--- src/rtl/rv_idx_pipe_pkg.sv ---
// Shared configuration for the ID/EX elastic register: datapath defaults,
// decoded-control field layout and the pipe state encoding.
package rv_configs;

   localparam int unsigned XLEN_DEF = 32;

   // Decoded-control bundle as produced by the decoder; the pipe carries it opaquely.
   typedef struct packed {
      logic [4:0] alu_op;
      logic [2:0] br_op;
      logic [2:0] mem_op;
      logic       mem_we;
      logic       reg_we;
      logic [1:0] wb_sel;
      logic       a_sel;
      logic       b_sel;
      logic [2:0] imm_type;
      logic       csr_en;
      logic [2:0] csr_op;
   } ctrl_t;

   localparam int unsigned CTRL_W_DEF = $bits(ctrl_t);

   typedef enum logic [1:0] {
      EMPTY = 2'd0,
      ONE   = 2'd1,
      FULL  = 2'd2
   } idx_state_t;

endpackage

--- src/rtl/rv_idx_pipe_if.sv ---
// ID/EX handshake and payload bundle. master = the pipe register itself,
// slave = the surrounding decode/execute logic.
interface rv_idx_pipe_if #(
   parameter int unsigned XLEN   = 32,
   parameter int unsigned CTRL_W = 24
);
   logic              i_idx_flush;
   logic              i_idx_valid;
   logic              o_idx_ready;
   logic [XLEN-1:0]   i_idx_pc;
   logic [XLEN-1:0]   i_idx_imm;
   logic [XLEN-1:0]   i_idx_rd1;
   logic [XLEN-1:0]   i_idx_rd2;
   logic [CTRL_W-1:0] i_idx_ctrl;
   logic [4:0]        i_idx_ra1;
   logic [4:0]        i_idx_ra2;
   logic [4:0]        i_idx_wa;
   logic              i_idx_fwd_we;
   logic [4:0]        i_idx_fwd_wa;
   logic [XLEN-1:0]   i_idx_fwd_wd;
   logic              o_idx_valid;
   logic              i_idx_ready;
   logic [XLEN-1:0]   o_idx_pc;
   logic [XLEN-1:0]   o_idx_imm;
   logic [XLEN-1:0]   o_idx_rd1;
   logic [XLEN-1:0]   o_idx_rd2;
   logic [CTRL_W-1:0] o_idx_ctrl;
   logic [4:0]        o_idx_ra1;
   logic [4:0]        o_idx_ra2;
   logic [4:0]        o_idx_wa;

   modport master (
      input  i_idx_flush, i_idx_valid, i_idx_pc, i_idx_imm, i_idx_rd1, i_idx_rd2,
             i_idx_ctrl, i_idx_ra1, i_idx_ra2, i_idx_wa,
             i_idx_fwd_we, i_idx_fwd_wa, i_idx_fwd_wd, i_idx_ready,
      output o_idx_ready, o_idx_valid, o_idx_pc, o_idx_imm, o_idx_rd1, o_idx_rd2,
             o_idx_ctrl, o_idx_ra1, o_idx_ra2, o_idx_wa
   );

   modport slave (
      output i_idx_flush, i_idx_valid, i_idx_pc, i_idx_imm, i_idx_rd1, i_idx_rd2,
             i_idx_ctrl, i_idx_ra1, i_idx_ra2, i_idx_wa,
             i_idx_fwd_we, i_idx_fwd_wa, i_idx_fwd_wd, i_idx_ready,
      input  o_idx_ready, o_idx_valid, o_idx_pc, o_idx_imm, o_idx_rd1, o_idx_rd2,
             o_idx_ctrl, o_idx_ra1, o_idx_ra2, o_idx_wa
   );
endinterface

--- src/rtl/rv_idx_pipe_opnd_fwd.sv ---
// Single-operand writeback bypass: replaces the operand when WB writes the
// same nonzero register this cycle.
module rv_idx_opnd_fwd #(
   parameter int unsigned XLEN = 32
) (
   input  logic [4:0]      i_ra,
   input  logic [XLEN-1:0] i_val,
   input  logic            i_fwd_we,
   input  logic [4:0]      i_fwd_wa,
   input  logic [XLEN-1:0] i_fwd_wd,
   output logic [XLEN-1:0] o_val
);
   logic w_hit;

   // x0 is hardwired zero, so a write to it must never be forwarded.
   assign w_hit = i_fwd_we && (i_fwd_wa != 5'd0) && (i_fwd_wa == i_ra);
   assign o_val = w_hit ? i_fwd_wd : i_val;
endmodule

--- src/rtl/rv_idx_pipe.sv ---
// Two-entry elastic ID/EX register (head + skid) with capture-time WB bypass.
// Define RV_IDX_HOLD_FWD_EN to also refresh operands of held entries from WB.
module rv_idx_pipe
   import rv_configs::*;
#(
   parameter int unsigned XLEN   = XLEN_DEF,
   parameter int unsigned CTRL_W = CTRL_W_DEF
) (
   input logic            i_idx_clk,
   input logic            i_idx_rst,
   rv_idx_pipe_if.master  bus
);
   typedef struct packed {
      logic [XLEN-1:0]   pc;
      logic [XLEN-1:0]   imm;
      logic [XLEN-1:0]   rd1;
      logic [XLEN-1:0]   rd2;
      logic [CTRL_W-1:0] ctrl;
      logic [4:0]        ra1;
      logic [4:0]        ra2;
      logic [4:0]        wa;
   } ent_t;

   idx_state_t      r_state;
   logic            r_ready;
   ent_t            r_head;
   ent_t            r_skid;
   ent_t            w_cap;
   ent_t            w_head_hold;
   ent_t            w_skid_hold;
   logic [XLEN-1:0] w_cap_rd1;
   logic [XLEN-1:0] w_cap_rd2;
   logic            w_accept;
   logic            w_issue;

   assign w_accept = bus.i_idx_valid && r_ready;
   assign w_issue  = (r_state != EMPTY) && bus.i_idx_ready;

   rv_idx_opnd_fwd #(.XLEN(XLEN)) u_cap_rd1 (
      .i_ra(bus.i_idx_ra1), .i_val(bus.i_idx_rd1), .i_fwd_we(bus.i_idx_fwd_we),
      .i_fwd_wa(bus.i_idx_fwd_wa), .i_fwd_wd(bus.i_idx_fwd_wd), .o_val(w_cap_rd1));
   rv_idx_opnd_fwd #(.XLEN(XLEN)) u_cap_rd2 (
      .i_ra(bus.i_idx_ra2), .i_val(bus.i_idx_rd2), .i_fwd_we(bus.i_idx_fwd_we),
      .i_fwd_wa(bus.i_idx_fwd_wa), .i_fwd_wd(bus.i_idx_fwd_wd), .o_val(w_cap_rd2));

   always_comb begin
      w_cap      = '0;
      w_cap.pc   = bus.i_idx_pc;
      w_cap.imm  = bus.i_idx_imm;
      w_cap.rd1  = w_cap_rd1;
      w_cap.rd2  = w_cap_rd2;
      w_cap.ctrl = bus.i_idx_ctrl;
      w_cap.ra1  = bus.i_idx_ra1;
      w_cap.ra2  = bus.i_idx_ra2;
      w_cap.wa   = bus.i_idx_wa;
   end

`ifdef RV_IDX_HOLD_FWD_EN
   logic [XLEN-1:0] w_hd_rd1, w_hd_rd2, w_sk_rd1, w_sk_rd2;

   rv_idx_opnd_fwd #(.XLEN(XLEN)) u_hd_rd1 (
      .i_ra(r_head.ra1), .i_val(r_head.rd1), .i_fwd_we(bus.i_idx_fwd_we),
      .i_fwd_wa(bus.i_idx_fwd_wa), .i_fwd_wd(bus.i_idx_fwd_wd), .o_val(w_hd_rd1));
   rv_idx_opnd_fwd #(.XLEN(XLEN)) u_hd_rd2 (
      .i_ra(r_head.ra2), .i_val(r_head.rd2), .i_fwd_we(bus.i_idx_fwd_we),
      .i_fwd_wa(bus.i_idx_fwd_wa), .i_fwd_wd(bus.i_idx_fwd_wd), .o_val(w_hd_rd2));
   rv_idx_opnd_fwd #(.XLEN(XLEN)) u_sk_rd1 (
      .i_ra(r_skid.ra1), .i_val(r_skid.rd1), .i_fwd_we(bus.i_idx_fwd_we),
      .i_fwd_wa(bus.i_idx_fwd_wa), .i_fwd_wd(bus.i_idx_fwd_wd), .o_val(w_sk_rd1));
   rv_idx_opnd_fwd #(.XLEN(XLEN)) u_sk_rd2 (
      .i_ra(r_skid.ra2), .i_val(r_skid.rd2), .i_fwd_we(bus.i_idx_fwd_we),
      .i_fwd_wa(bus.i_idx_fwd_wa), .i_fwd_wd(bus.i_idx_fwd_wd), .o_val(w_sk_rd2));

   always_comb begin
      w_head_hold     = r_head;
      w_head_hold.rd1 = w_hd_rd1;
      w_head_hold.rd2 = w_hd_rd2;
      w_skid_hold     = r_skid;
      w_skid_hold.rd1 = w_sk_rd1;
      w_skid_hold.rd2 = w_sk_rd2;
   end
`else
   assign w_head_hold = r_head;
   assign w_skid_hold = r_skid;
`endif

   // Held entries are rewritten through the *_hold paths so the optional
   // refresh applies uniformly whether an entry stays put or moves to head.
   always_ff @(posedge i_idx_clk) begin
      if (i_idx_rst || bus.i_idx_flush) begin
         r_state <= EMPTY;
         r_ready <= 1'b1;
         r_head  <= '0;
         r_skid  <= '0;
      end else begin
         case (r_state)
            EMPTY: begin
               if (w_accept) begin
                  r_head  <= w_cap;
                  r_state <= ONE;
               end
            end
            ONE: begin
               if (w_accept && w_issue) begin
                  r_head <= w_cap;
               end else if (w_accept) begin
                  r_head  <= w_head_hold;
                  r_skid  <= w_cap;
                  r_state <= FULL;
                  r_ready <= 1'b0;
               end else if (w_issue) begin
                  r_state <= EMPTY;
               end else begin
                  r_head <= w_head_hold;
               end
            end
            FULL: begin
               if (w_issue) begin
                  r_head  <= w_skid_hold;
                  r_skid  <= '0;
                  r_state <= ONE;
                  r_ready <= 1'b1;
               end else begin
                  r_head <= w_head_hold;
                  r_skid <= w_skid_hold;
               end
            end
            default: begin
               r_state <= EMPTY;
               r_ready <= 1'b1;
            end
         endcase
      end
   end

   assign bus.o_idx_ready = r_ready;
   assign bus.o_idx_valid = (r_state != EMPTY);
   assign bus.o_idx_pc    = r_head.pc;
   assign bus.o_idx_imm   = r_head.imm;
   assign bus.o_idx_rd1   = r_head.rd1;
   assign bus.o_idx_rd2   = r_head.rd2;
   assign bus.o_idx_ctrl  = r_head.ctrl;
   assign bus.o_idx_ra1   = r_head.ra1;
   assign bus.o_idx_ra2   = r_head.ra2;
   assign bus.o_idx_wa    = r_head.wa;
endmodule

--- src/flat_wrapper.sv ---
// flat-port wrapper written by rule: the top's interface ports become plain ports
module rv_idx_pipe_flat import rv_configs::*;
#(
   parameter int unsigned XLEN   = XLEN_DEF,
   parameter int unsigned CTRL_W = CTRL_W_DEF
)
  (i_idx_clk, i_idx_rst, bus_i_idx_flush, bus_i_idx_valid, bus_i_idx_pc, bus_i_idx_imm, bus_i_idx_rd1, bus_i_idx_rd2, bus_i_idx_ctrl, bus_i_idx_ra1, bus_i_idx_ra2, bus_i_idx_wa, bus_i_idx_fwd_we, bus_i_idx_fwd_wa, bus_i_idx_fwd_wd, bus_i_idx_ready, bus_o_idx_ready, bus_o_idx_valid, bus_o_idx_pc, bus_o_idx_imm, bus_o_idx_rd1, bus_o_idx_rd2, bus_o_idx_ctrl, bus_o_idx_ra1, bus_o_idx_ra2, bus_o_idx_wa);
  rv_idx_pipe_if #(.XLEN(XLEN), .CTRL_W(CTRL_W)) bus_i ();
  input logic i_idx_clk;
  input logic i_idx_rst;
  input wire logic [$bits(bus_i.i_idx_flush)-1:0] bus_i_idx_flush;
  input wire logic [$bits(bus_i.i_idx_valid)-1:0] bus_i_idx_valid;
  input wire logic [$bits(bus_i.i_idx_pc)-1:0] bus_i_idx_pc;
  input wire logic [$bits(bus_i.i_idx_imm)-1:0] bus_i_idx_imm;
  input wire logic [$bits(bus_i.i_idx_rd1)-1:0] bus_i_idx_rd1;
  input wire logic [$bits(bus_i.i_idx_rd2)-1:0] bus_i_idx_rd2;
  input wire logic [$bits(bus_i.i_idx_ctrl)-1:0] bus_i_idx_ctrl;
  input wire logic [$bits(bus_i.i_idx_ra1)-1:0] bus_i_idx_ra1;
  input wire logic [$bits(bus_i.i_idx_ra2)-1:0] bus_i_idx_ra2;
  input wire logic [$bits(bus_i.i_idx_wa)-1:0] bus_i_idx_wa;
  input wire logic [$bits(bus_i.i_idx_fwd_we)-1:0] bus_i_idx_fwd_we;
  input wire logic [$bits(bus_i.i_idx_fwd_wa)-1:0] bus_i_idx_fwd_wa;
  input wire logic [$bits(bus_i.i_idx_fwd_wd)-1:0] bus_i_idx_fwd_wd;
  input wire logic [$bits(bus_i.i_idx_ready)-1:0] bus_i_idx_ready;
  output wire logic [$bits(bus_i.o_idx_ready)-1:0] bus_o_idx_ready;
  output wire logic [$bits(bus_i.o_idx_valid)-1:0] bus_o_idx_valid;
  output wire logic [$bits(bus_i.o_idx_pc)-1:0] bus_o_idx_pc;
  output wire logic [$bits(bus_i.o_idx_imm)-1:0] bus_o_idx_imm;
  output wire logic [$bits(bus_i.o_idx_rd1)-1:0] bus_o_idx_rd1;
  output wire logic [$bits(bus_i.o_idx_rd2)-1:0] bus_o_idx_rd2;
  output wire logic [$bits(bus_i.o_idx_ctrl)-1:0] bus_o_idx_ctrl;
  output wire logic [$bits(bus_i.o_idx_ra1)-1:0] bus_o_idx_ra1;
  output wire logic [$bits(bus_i.o_idx_ra2)-1:0] bus_o_idx_ra2;
  output wire logic [$bits(bus_i.o_idx_wa)-1:0] bus_o_idx_wa;
  assign bus_i.i_idx_flush = bus_i_idx_flush;
  assign bus_i.i_idx_valid = bus_i_idx_valid;
  assign bus_i.i_idx_pc = bus_i_idx_pc;
  assign bus_i.i_idx_imm = bus_i_idx_imm;
  assign bus_i.i_idx_rd1 = bus_i_idx_rd1;
  assign bus_i.i_idx_rd2 = bus_i_idx_rd2;
  assign bus_i.i_idx_ctrl = bus_i_idx_ctrl;
  assign bus_i.i_idx_ra1 = bus_i_idx_ra1;
  assign bus_i.i_idx_ra2 = bus_i_idx_ra2;
  assign bus_i.i_idx_wa = bus_i_idx_wa;
  assign bus_i.i_idx_fwd_we = bus_i_idx_fwd_we;
  assign bus_i.i_idx_fwd_wa = bus_i_idx_fwd_wa;
  assign bus_i.i_idx_fwd_wd = bus_i_idx_fwd_wd;
  assign bus_i.i_idx_ready = bus_i_idx_ready;
  assign bus_o_idx_ready = bus_i.o_idx_ready;
  assign bus_o_idx_valid = bus_i.o_idx_valid;
  assign bus_o_idx_pc = bus_i.o_idx_pc;
  assign bus_o_idx_imm = bus_i.o_idx_imm;
  assign bus_o_idx_rd1 = bus_i.o_idx_rd1;
  assign bus_o_idx_rd2 = bus_i.o_idx_rd2;
  assign bus_o_idx_ctrl = bus_i.o_idx_ctrl;
  assign bus_o_idx_ra1 = bus_i.o_idx_ra1;
  assign bus_o_idx_ra2 = bus_i.o_idx_ra2;
  assign bus_o_idx_wa = bus_i.o_idx_wa;
  rv_idx_pipe #(.XLEN(XLEN), .CTRL_W(CTRL_W)) u_core (.i_idx_clk(i_idx_clk), .i_idx_rst(i_idx_rst), .bus(bus_i));
endmodule
--- config.mk ---
export PLATFORM = sky130hd
export DESIGN_NAME = rv_idx_pipe_flat
export DESIGN_NICKNAME = d
export VERILOG_FILES = /design/src/rtl/rv_idx_pipe_pkg.sv /design/src/rtl/rv_idx_pipe_if.sv /design/src/rtl/rv_idx_pipe_opnd_fwd.sv /design/src/rtl/rv_idx_pipe.sv /design/src/flat_wrapper.sv
export SDC_FILE = /design/constraint.sdc
export NUM_CORES = 1
export LEC_CHECK = 0
export ABC_AREA = 1
export BUFFER_PORTS_ARGS = -buffer_cell sky130_fd_sc_hd__clkbuf_2
export CAP_MARGIN = 20
export CORE_ASPECT_RATIO = 0.75
export CORE_MARGIN = 3
export CORE_UTILIZATION = 28
export CTS_BUF_LIST = sky130_fd_sc_hd__clkbuf_2
export CTS_CLUSTER_SIZE = 25
export DETAILED_ROUTE_END_ITERATION = 7
export PLACE_DENSITY = 0.45
export SLEW_MARGIN = 20
export SYNTH_ARGS = -nofsm -noshare
export SYNTH_HDL_FRONTEND = slang
export SYNTH_HIERARCHICAL = 1
export SYNTH_SLANG_ARGS = --single-unit
--- constraint.sdc ---
create_clock -name i_idx_clk -period 1.7 [get_ports i_idx_clk]
set_input_delay 0.17 -clock i_idx_clk [delete_from_list [all_inputs] [get_ports i_idx_clk]]
set_output_delay 0.17 -clock i_idx_clk [all_outputs]
set_load 0.02 [all_outputs]
==> implementation parameters, run 1 <==
Parameter                              Value

Placed design
  Count of input and output buffers    378
  Final Wtd Congestion    0.829
  DP Wirelength    51,800 um
  Placed cell count    4,368

Global routing
  Wire length of the first global-routing pass    131,000 um
  Congestion Overflow GR    0
  Number of global-route vias before repair    22,900
  Maximum number of pins on one net before global-route repair    60
  Initial antenna violation count    9
  GRT Util Overall    22.8%

Worst setup path
  Reg2Reg Setup Slack    -210 ps
  R2R cell count    13
  RR Startpoint    u_core/r_state[0]
  Arr. time, crit path    1810 ps
  Type of element capturing the critical path    primary output
  First element of the critical path    u_core/r_state[0]
  Biggest fanout along the worst timing path    3
  Critical path type    register to primary output
  Endpoint of the worst setup timing path    bus_o_idx_valid
  Endpoint of the lowest-slack register-to-register path    u_core/r_skid[28]
  Type of element launching the critical path    register
  Req. time, crit path    1530 ps

Floorplan
  Core footprint    67,200 um^2
  Die height    232 um
  Full die area    71,400 um^2
  Number of I/O pins    379
  Die extent in x    308 um
  Placement row count    82
  Starting Density    28.4%

Worst hold path
  Type of the worst min-delay path    primary input to register

Yosys
  Count of warnings emitted by yosys    6
  Netlist area before placement    19,100 um^2
  Number of flip-flops and latches in the synthesized netlist    337
  Cell count after synthesis    3,215
  Dominant cells by area after synthesis    dfxtp_1 (35%), nand2_1 (19%), nand3_1 (8.9%)
  Distinct cell type count after synthesis    22
  Register area share after synthesis    35.3%
  Top-area cell type share of the netlist area    35.3%
  Biggest area consumer among synthesized cells    dfxtp_1
  Avg Synthesized Cell Area    5.94 um^2
  Syn Nets    3,425

Drt
  Total DRC errors in the routed layout    0
  Vias after detailed routing    24,700
  Average detailed-routed wire length per instance    18.2 um
  Detailed Routing Iterations Pass 1    5
  Post-detailed-route count of antenna-violating nets    0
  Total Wirelength    93,700 um
  Detailed router's first-iteration violation count    2,060
  Via/cell ratio    4.81

Timing
  Post-route worst setup slack    -281 ps
  Final clock period utilization by the worst path    117%
  Slew at the pin closest to its max-slew limit    537 ps
  Largest clock skew in the final design    69.4 ps
  Pins Over Slew Limit    0
  Final Critical Period    1980 ps
  Number of hold-slack violations in the final timing report    0
  Final number of setup-violating endpoints    501
  RSZ-0062 raised after global routing    yes
  Worst-case headroom to the max-slew limit    64.2%
  Upper clock frequency limit    505 MHz

Power
  Power per Cell Area    626 nW/um^2
  Static leakage    0.0165 uW
  Total power draw    21,400 uW
  Power spent charging and discharging nets    7520 uW
  Internal    13,900 uW
  Gate power share    30.6%
  Sequential group share of total power    40.0%
  Switching part of the total power    35.2%
  Worst VDD drop    356 uV
  Relative contribution of the clock network to total power    29.4%

Clock network
  Bufs on Longest Clock Path    3
  Number of sinks handled by clock tree synthesis    337
  Total CTS buffers    98
  Worst-Skew Late Latency    1160 ps
  Clock tree from TritonCTS    built
  # H-tree levels    3
  Root buffer cell    clkbuf_2
  Post-CTS clock slew at the launch and capture registers of the worst setup and hold paths    110 ps

Layout
  Layout overhead on the synthesized area    78.9%
  Most frequent standard cell in the layout excluding fill and tap cells    nand2_1
  Commonest cells after routing, fill and taps aside    nand2_1 (866), dlygate4sd3_1 (455), inv_1 (370)
  Share of post-route cells with drive strength above 1    31.7%
  Post-layout instance count excluding filler cells    5,140
  Total of fill cells in the finished design    6,587
  Final standard cell utilization of the core    50.9%
  Count of nets after finishing    4,394

Outcome
  Outcome    finished with violations
  Violated checks    setup timing

Run
  Number of violations of the max-capacitance limit    0
==> worst min path at each step <==
stage,slack (ps),depth (start not counted),endpoint,startpoint
2_1_floorplan,260,1,u_core/r_state[1],bus_i_idx_ready
3_3_place_gp,460,2,u_core/bus.o_idx_wa[0],u_core/bus.o_idx_wa[0]
3_5_place_dp,470,2,u_core/bus.o_idx_imm[15],u_core/bus.o_idx_imm[15]
4_1_cts,2,8,u_core/r_skid[91],bus_i_idx_fwd_wd[20]
5_1_grt,80,13,u_core/r_skid[81],bus_i_idx_fwd_wa[0]
6_report,80,13,u_core/r_skid[81],bus_i_idx_ra1[1]
==> power by group through the flow <==
stage               clock, uW  sequential [uW]  combinational (uW)
finish                   6300             8550                6540
global route             6960             8590                7050
CTS                      6590             8500                5570
detailed placement          0             8610                4190
global placement            0             8610                4220
floorplan                   0             8850                2240
==> stage by stage <==
stage          setup TNS (ps)  setup slack, ps  hold WS [ps]  area (um^2)
2_1_floorplan               0              165           258        19100
3_3_place_gp             -161            -50.6           460        23100
3_5_place_dp             -120            -33.8           466        23100
4_1_cts                -80300             -483          2.14        30900
5_1_grt               -103770             -456          81.2        34200
6_report               -45610             -281          83.4        34200
==> cell usage after synthesis, drive strengths merged <==
master / n
nor3: 1
buf: 179
a21oi: 170
dfxtp: 337
nand3: 341
inv: 523
nand2: 993
nor2: 355
o21ai: 6
clkinv: 2
clkbuf: 82
nand4: 226
==> layout make-up <==
cell class	instances	area, um^2	area share (%)
clock inverters	26	134	0.392
multi-input cells	2092	10200	30.0
flip-flops and latches	337	7030	20.6
clock buffers	140	701	2.05
repair buffers	1128	12900	37.8
diodes	8	20.0	0.0586
well taps	882	1100	3.23
repair inverters	2	20.0	0.0586
inverters	525	1990	5.84
==> critical path, cell delays in order, from the launching register on <==
cell	delay, ps
dfxtp_4	390
inv_8	30
buf_6	110
nand2_4	70
buf_8	120
==> registers in the layout, indices dropped and copies added, names as in the netlist <==
| signal | count |
|---|---|
| u_core/bus.o_idx_rd2 | 32 |
| u_core/bus.o_idx_ready | 1 |
| u_core/bus.o_idx_rd1 | 32 |
| u_core/bus.o_idx_ctrl | 24 |
| u_core/r_skid | 167 |
| u_core/bus.o_idx_ra2 | 5 |
| u_core/bus.o_idx_imm | 32 |
| u_core/bus.o_idx_pc | 32 |
| u_core/bus.o_idx_wa | 5 |
| u_core/r_state | 2 |
| u_core/bus.o_idx_ra1 | 5 |
==> cell families (layout without fill, tap and decap cells) <==
group	after synthesis	in the layout	synth area share (%)
flip-flops	337	337	35.3
AND/OR/NAND/NOR	1916	1916	43.2
buffers and inverters	786	1821	16.9
AO/OA/AOI/OAI	176	176	4.65
other	0	8	0
==> per-layer routing <==
metal | global-route usage [%] | part of all wire, % | vias to the layer above
li1 | - | - | 12000
met1 | 31.7 | 45 | 11500
met2 | 35.1 | 44 | 1049
met3 | 4.73 | 8.1 | 208
met4 | 7.46 | 2.7 | 4
met5 | 0 | 0.022 | -
==> repair_timing <==
action / CTS / global route
hold endpoints to repair: 337 / 0
gates cloned: 10 / 64
pin swaps: 6 / 42
buffers inserted: 29 / 45
setup endpoints to repair: 196 / 501
hold buffers: 460 / 0
resized for setup: 543 / 553
(Power assumes the default switching activity.)
==> run 2, diff against run 1 <==
==> constraint.sdc (replaced) <==
create_clock -name i_idx_clk -period 2.3 [get_ports i_idx_clk]
set_input_delay 0.23 -clock i_idx_clk [delete_from_list [all_inputs] [get_ports i_idx_clk]]
set_output_delay 0.23 -clock i_idx_clk [all_outputs]
set_load 0.02 [all_outputs]
==> run 2 against run 1 <==
Effect of this change:
- highest routed layer unchanged
- worst hold slack gained 43 ps
- critical path type is now register to register
- core utilization down 12 points
- cell area fell by 23%
- sequential share of layout area up 5.2 points
- die area is the same
- the flow now finishes without violations
- via count down 10%
- clock skew down 8.2 ps
- sequential power is 27% lower
- critical path depth is 5 higher
==> implementation parameters, run 2 (synthesis gave the netlist of run 1 again) <==
Parameter                              Value

Clock network
  Number of sinks handled by clock tree synthesis    337 (unchanged)
  Bufs on Longest Clock Path    3 (unchanged)
  # H-tree levels    3 (unchanged)
  Worst-Skew Late Latency    1110 ps (was 1160 ps)
  Total CTS buffers    95 (was 98)
  Post-CTS clock slew at the launch and capture registers of the worst setup and hold paths    100 ps (was 110 ps)
  Root buffer cell    clkbuf_2 (unchanged)
  Clock tree from TritonCTS    built (unchanged)

Global routing
  Number of global-route vias before repair    21,500 (was 22,900)
  Maximum number of pins on one net before global-route repair    88 (was 60)
  Congestion Overflow GR    0 (unchanged)
  Wire length of the first global-routing pass    120,000 um (was 131,000 um)
  GRT Util Overall    21.0% (was 22.8%)
  Initial antenna violation count    12 (was 9)

Power
  Gate power share    23.9% (was 30.6%)
  Relative contribution of the clock network to total power    32.3% (was 29.4%)
  Power per Cell Area    542 nW/um^2 (was 626 nW/um^2)
  Sequential group share of total power    43.8% (was 40.0%)
  Power spent charging and discharging nets    4960 uW (was 7520 uW)
  Static leakage    0.0134 uW (was 0.0165 uW)
  Total power draw    14,200 uW (was 21,400 uW)
  Worst VDD drop    263 uV (was 356 uV)
  Switching part of the total power    34.9% (was 35.2%)
  Internal    9250 uW (was 13,900 uW)

Drt
  Average detailed-routed wire length per instance    16.0 um (was 18.2 um)
  Detailed router's first-iteration violation count    1,637 (was 2,060)
  Total DRC errors in the routed layout    0 (unchanged)
  Post-detailed-route count of antenna-violating nets    0 (unchanged)
  Total Wirelength    76,800 um (was 93,700 um)
  Via/cell ratio    4.64 (was 4.81)
  Detailed Routing Iterations Pass 1    6 (was 5)
  Vias after detailed routing    22,300 (was 24,700)

Layout
  Largest register by flop count    u_core/r_skid (unchanged)
  Max reg flops    167 (unchanged)
  Count of nets after finishing    4,051 (was 4,394)
  Share of post-route cells with drive strength above 1    19.3% (was 31.7%)
  Layout overhead on the synthesized area    37.4% (was 78.9%)
  Final standard cell utilization of the core    39.0% (was 50.9%)
  Most frequent standard cell in the layout excluding fill and tap cells    nand2_1 (unchanged)
  Commonest cells after routing, fill and taps aside    nand2_1 (989), clkbuf_2 (511), inv_1 (387) (was nand2_1 (866), dlygate4sd3_1 (455), inv_1 (370))

Worst setup path
  Req. time, crit path    3250 ps (was 1530 ps)
  Reg2Reg Setup Slack    160 ps (was -210 ps)
  Type of element launching the critical path    register (unchanged)
  Type of element capturing the critical path    register (was primary output)
  Biggest fanout along the worst timing path    21 (was 3)
  Arr. time, crit path    3090 ps (was 1810 ps)
  Critical path type    register to register (was register to primary output)

Floorplan
  Starting Density    28.4% (unchanged)
  Core footprint    67,200 um^2 (unchanged)
  Full die area    71,400 um^2 (unchanged)
  Number of I/O pins    379 (unchanged)
  Die extent in x    308 um (unchanged)
  Placement row count    82 (unchanged)
  Die height    232 um (unchanged)

Timing
  Post-route worst setup slack    160 ps (was -281 ps)
  Final Critical Period    2140 ps
  Final number of setup-violating endpoints    0 (was 501)
  Worst Hold Margin    127 ps (was 83.4 ps)
  Pins Over Slew Limit    0 (unchanged)
  Number of hold-slack violations in the final timing report    0 (unchanged)
  Largest clock skew in the final design    61.2 ps (was 69.4 ps)
  Upper clock frequency limit    467 MHz
  Slew at the pin closest to its max-slew limit    792 ps (was 537 ps)
  Summed negative setup slack over all endpoints    0 ps (was -45,610 ps)
  Final clock period utilization by the worst path    93.0%
  Worst-case headroom to the max-slew limit    47.2% (was 64.2%)

Placed design
  Pre-CTS setup slack    282 ps (was -33.8 ps)
  Count of input and output buffers    378 (unchanged)
  Final Wtd Congestion    0.816 (was 0.829)
  DP Wirelength    47,400 um (was 51,800 um)

Run
  Number of violations of the max-capacitance limit    0 (unchanged)

Outcome
  Outcome    complete, no violations (was finished with violations)

Worst hold path
  Type of the worst min-delay path    primary input to register (unchanged)
run 2: cell count changes in the layout (fill, tap and decap cells not counted), sizes merged:
cell / before / now
buf: 414 / 79
dlygate4sd3: 455 / 330
clkbuf: 395 / 513
inv: 528 / 524
diode: 8 / 10
dlymetal6s4s: 2 / 0
bufinv: 1 / 2
clkinv: 23 / 24
run 2: power groups by stage:
stage / combinational (uW) / clock, uW / sequential [uW]
6_report: 3390 / 4590 / 6230
5_1_grt: 3780 / 5120 / 6260
4_1_cts: 3380 / 4830 / 6230
3_5_place_dp: 2890 / 0 / 6360
3_3_place_gp: 2900 / 0 / 6360
2_1_floorplan: 1660 / 0 / 6540
run 2: timing repair:
| item | 4_1_cts | 5_1_grt |
|---|---|---|
| pin swaps | 0 | 1 |
| setup endpoints to repair | 1 | 2 |
| buffers inserted | 2 | 3 |
| endpoints found under the hold margin | 337 | 0 |
| gates cloned | 2 | 1 |
| hold buffers | 330 | 0 |
| resized for setup | 10 | 2 |
run 2: final timing paths:
check / startpoint / endpoint / depth (start not counted)
max reg2reg: u_core/r_state[0] / u_core/bus.o_idx_ready / 9
max: u_core/r_state[0] / u_core/bus.o_idx_ready / 9
min reg2reg: u_core/bus.o_idx_ctrl[16] / u_core/bus.o_idx_ctrl[16] / 2
min: bus_i_idx_imm[19] / u_core/r_skid[122] / 6
run 2: final cells by class:
type                            count  area [um^2]
Clock inverter                     26          160
Multi-Input combinational cell   2092         9220
Timing Repair Buffer              790         6330
Fill cell                        7379        41000
Clock buffer                      134          671
Inverter                          525         1990
Antenna cell                       10         25.0
Tap cell                          882         1100
Sequential cell                   337         6750
run 2: routing by layer:
layer	part of all wire [%]	vias up	GRT usage [%]
met2	42	765	32.0
li1	-	11300	-
met3	7.9	146	5.41
met1	47	10100	29.0
met4	2.8	8	6.53
met5	0.061	-	0
run 2: per-stage QoR:
step                      cells  instance area, um^2
after floorplan            3215                19100
after global routing       4793                26200
after detailed placement   4288                21900
after CTS                  4782                26200
after global placement     4288                21900
final                      4796                26200
run 2: worst max-delay path, stage by stage (launching register included):
cell           delay, ps
dfxtp_4              380
inv_8                 60
buf_4                230
nor2_2               100
nand3_4              130
buf_4                310
nand4_1              120
nand2_1               80
nand3_1               60
dlygate4sd3_1        560
==> run 3, diff against run 2 <==
--- a/config.mk
+++ b/config.mk
@@ -15,6 +15,7 @@
 export CTS_CLUSTER_SIZE = 25
 export DETAILED_ROUTE_END_ITERATION = 7
 export PLACE_DENSITY = 0.45
+export SETUP_SLACK_MARGIN = 0.4
 export SLEW_MARGIN = 20
 export SYNTH_ARGS = -nofsm -noshare
 export SYNTH_HDL_FRONTEND = slang
==> run 3 against run 2 <==
Effect of this change:
- worst setup slack improved by 140 ps
- combinational power increased by 19%
- routed wire length increased by 9.6%
- sequential power increased by 1%
- first-iteration DRC count increased by 13%
- core utilization increased by 4.7 points
- clock power about the same
- total power increased by 5.3%
- cell area increased by 12%
==> implementation parameters, run 3 (synthesis gave the netlist of run 1 again) <==
Parameter                              Value

Worst setup path
  Worst stage delay on the critical path    390 ps (was 560 ps)
  First element of the critical path    u_core/r_state[0] (unchanged)
  Biggest fanout along the worst timing path    2 (was 21)
  Slowest library cell on the worst path    dfxtp_4 (was dlygate4sd3_1)
  Arr. time, crit path    1770 ps (was 3090 ps)
  Critical path type    register to primary output (was register to register)
  Number of buffers and inverters on the critical path    3 (was 4)
  Type of element capturing the critical path    primary output (was register)
  Req. time, crit path    2070 ps (was 3250 ps)
  Dominant delay contributor by cell family on the critical path    flip-flops (was buffers and inverters)
  Type of element launching the critical path    register (unchanged)
  Cells along the critical path    inv_8, buf_16, nand2_4, buf_8 (was inv_8, buf_4, nor2_2, nand3_4, buf_4, nand4_1, nand2_1, nand3_1, dlygate4sd3_1)
  RR Startpoint    u_core/r_state[0] (unchanged)

Drt
  Detailed Routing Iterations Pass 1    6 (unchanged)
  Average detailed-routed wire length per instance    17.3 um (was 16.0 um)
  Vias after detailed routing    23,000 (was 22,300)
  Via/cell ratio    4.72 (was 4.64)
  Post-detailed-route count of antenna-violating nets    0 (unchanged)
  Detailed router's first-iteration violation count    1,853 (was 1,637)
  Total Wirelength    84,100 um (was 76,800 um)
  Total DRC errors in the routed layout    0 (unchanged)

Clock network
  # H-tree levels    3 (unchanged)
  Bufs on Longest Clock Path    3 (unchanged)
  Root buffer cell    clkbuf_2 (unchanged)
  Worst-Skew Late Latency    1120 ps (was 1110 ps)
  Clock tree from TritonCTS    built (unchanged)
  Number of sinks handled by clock tree synthesis    337 (unchanged)
  Total CTS buffers    95 (unchanged)
  Post-CTS clock slew at the launch and capture registers of the worst setup and hold paths    90 ps (was 100 ps)

Run
  Number of violations of the max-capacitance limit    0 (unchanged)

Global routing
  Initial antenna violation count    10 (was 12)
  GRT Util Overall    21.5% (was 21.0%)
  Maximum number of pins on one net before global-route repair    88 (unchanged)
  Wire length of the first global-routing pass    123,000 um (was 120,000 um)
  Congestion Overflow GR    0 (unchanged)
  Number of global-route vias before repair    21,900 (was 21,500)

Placed design
  Final Wtd Congestion    0.816 (unchanged)
  DP Wirelength    47,400 um (unchanged)
  Pre-CTS setup slack    282 ps (unchanged)
  Count of input and output buffers    378 (unchanged)
  Placed cell count    4,288 (unchanged)

Layout
  Share of post-route cells with drive strength above 1    25.3% (was 19.3%)
  Total of fill cells in the finished design    7,016 (was 7,379)
  Final standard cell utilization of the core    43.8% (was 39.0%)
  Largest register by flop count    u_core/r_skid (unchanged)
  Most frequent standard cell in the layout excluding fill and tap cells    nand2_1 (unchanged)
  Commonest cells after routing, fill and taps aside    nand2_1 (978), inv_1 (387), nor2_1 (349) (was nand2_1 (989), clkbuf_2 (511), inv_1 (387))
  Count of nets after finishing    4,120 (was 4,051)
  Layout overhead on the synthesized area    53.9% (was 37.4%)
  Post-layout instance count excluding filler cells    4,866 (was 4,796)
  Max reg flops    167 (unchanged)

Power
  Power per Cell Area    509 nW/um^2 (was 542 nW/um^2)
  Worst VDD drop    262 uV (was 263 uV)
  Static leakage    0.0146 uW (was 0.0134 uW)

Floorplan
  Die extent in x    308 um (unchanged)
  Starting Density    28.4% (unchanged)
  Placement row count    82 (unchanged)
  Number of I/O pins    379 (unchanged)
  Die height    232 um (unchanged)
  Core footprint    67,200 um^2 (unchanged)
  Full die area    71,400 um^2 (unchanged)

Timing
  RSZ-0062 raised after global routing    yes
  Summed negative setup slack over all endpoints    0 ps (unchanged)
  Upper clock frequency limit    499 MHz (was 467 MHz)
  Pins Over Slew Limit    0 (unchanged)
  Final number of setup-violating endpoints    0 (unchanged)
  Slew at the pin closest to its max-slew limit    517 ps (was 792 ps)
  Post-route worst setup slack    297 ps (was 160 ps)
  Number of hold-slack violations in the final timing report    0 (unchanged)
  Largest clock skew in the final design    62.9 ps (was 61.2 ps)
  Final Critical Period    2000 ps (was 2140 ps)
  Final clock period utilization by the worst path    87.1% (was 93.0%)
  Worst-case headroom to the max-slew limit    65.5% (was 47.2%)

Outcome
  Outcome    complete, no violations (unchanged)

Worst hold path
  Origin of the worst min-delay path    bus_i_idx_imm[29] (was bus_i_idx_imm[19])
  Type of the worst min-delay path    primary input to register (unchanged)
-- run 3: cell count changes in the layout (fill, tap and decap cells not counted), moves of 3 or more --
cell	delta
dfxtp_2	+149
buf_4	+20
buf_16	+7
clkbuf_2	-172
nand2_1	-11
nand2_2	+11
clkbuf_16	+18
dfxtp_1	-168
dlymetal6s4s_1	+3
dfxtp_4	+19
buf_8	+173
buf_6	+13
buf_12	+6
-- run 3: final timing paths --
path | slack, ps | cells after the start | end
max | 300 | 4 | bus_o_idx_valid
min | 120 | 6 | u_core/r_skid[132]
max reg2reg | 430 | 10 | u_core/bus.o_idx_rd1[11]
min reg2reg | 500 | 2 | u_core/bus.o_idx_imm[12]
-- run 3: layer usage --
layer / up-vias / track usage (%) / part of all wire [%]
met4: 6 / 6.65 / 2.5
met3: 148 / 5.73 / 7.7
li1: 11400 / - / -
met1: 10600 / 29.1 / 47
met5: - / 0 / 0.040
met2: 851 / 33.2 / 43
-- run 3: worst register-to-register path: cells and delay by family, from the launching register on --
family	cells	cell delay [ps]
flip-flops	1	390
AND/OR/NAND/NOR	6	780
buffers and inverters	4	620
-- run 3: per-stage QoR --
step	area (um^2)	hold slack [ps]	total power, uW
after detailed placement	21900	468	9250
after global routing	29400	5.55	15900
after floorplan	19100	318	8200
after global placement	21900	463	9270
after CTS	28000	1.38	14800
final	29400	124	15000
-- run 3: cell type report --
cell class	instances	area (um^2)	share of cell area [%]
timing repair buffer	857	9140	31.1
tap	882	1100	3.75
multi-input combinational	2094	9310	31.7
clock inverter	26	160	0.545
clock buffer	134	671	2.28
antenna	11	27.5	0.0936
inverter	525	1990	6.75
sequential	337	7010	23.8
-- run 3: power by group --
group	switching, uW	internal, uW
Combinational	2130	1890
Sequential	219	6100
Clock	2830	1780
-- run 3: repair_timing --
item	in CTS	in global routing
buffers inserted	15	37
hold buffers	328	7
gates cloned	3	21
gates resized for setup	528	251
pin swaps	1	14
hold endpoints to repair	337	14
endpoints found under the setup margin	178	385
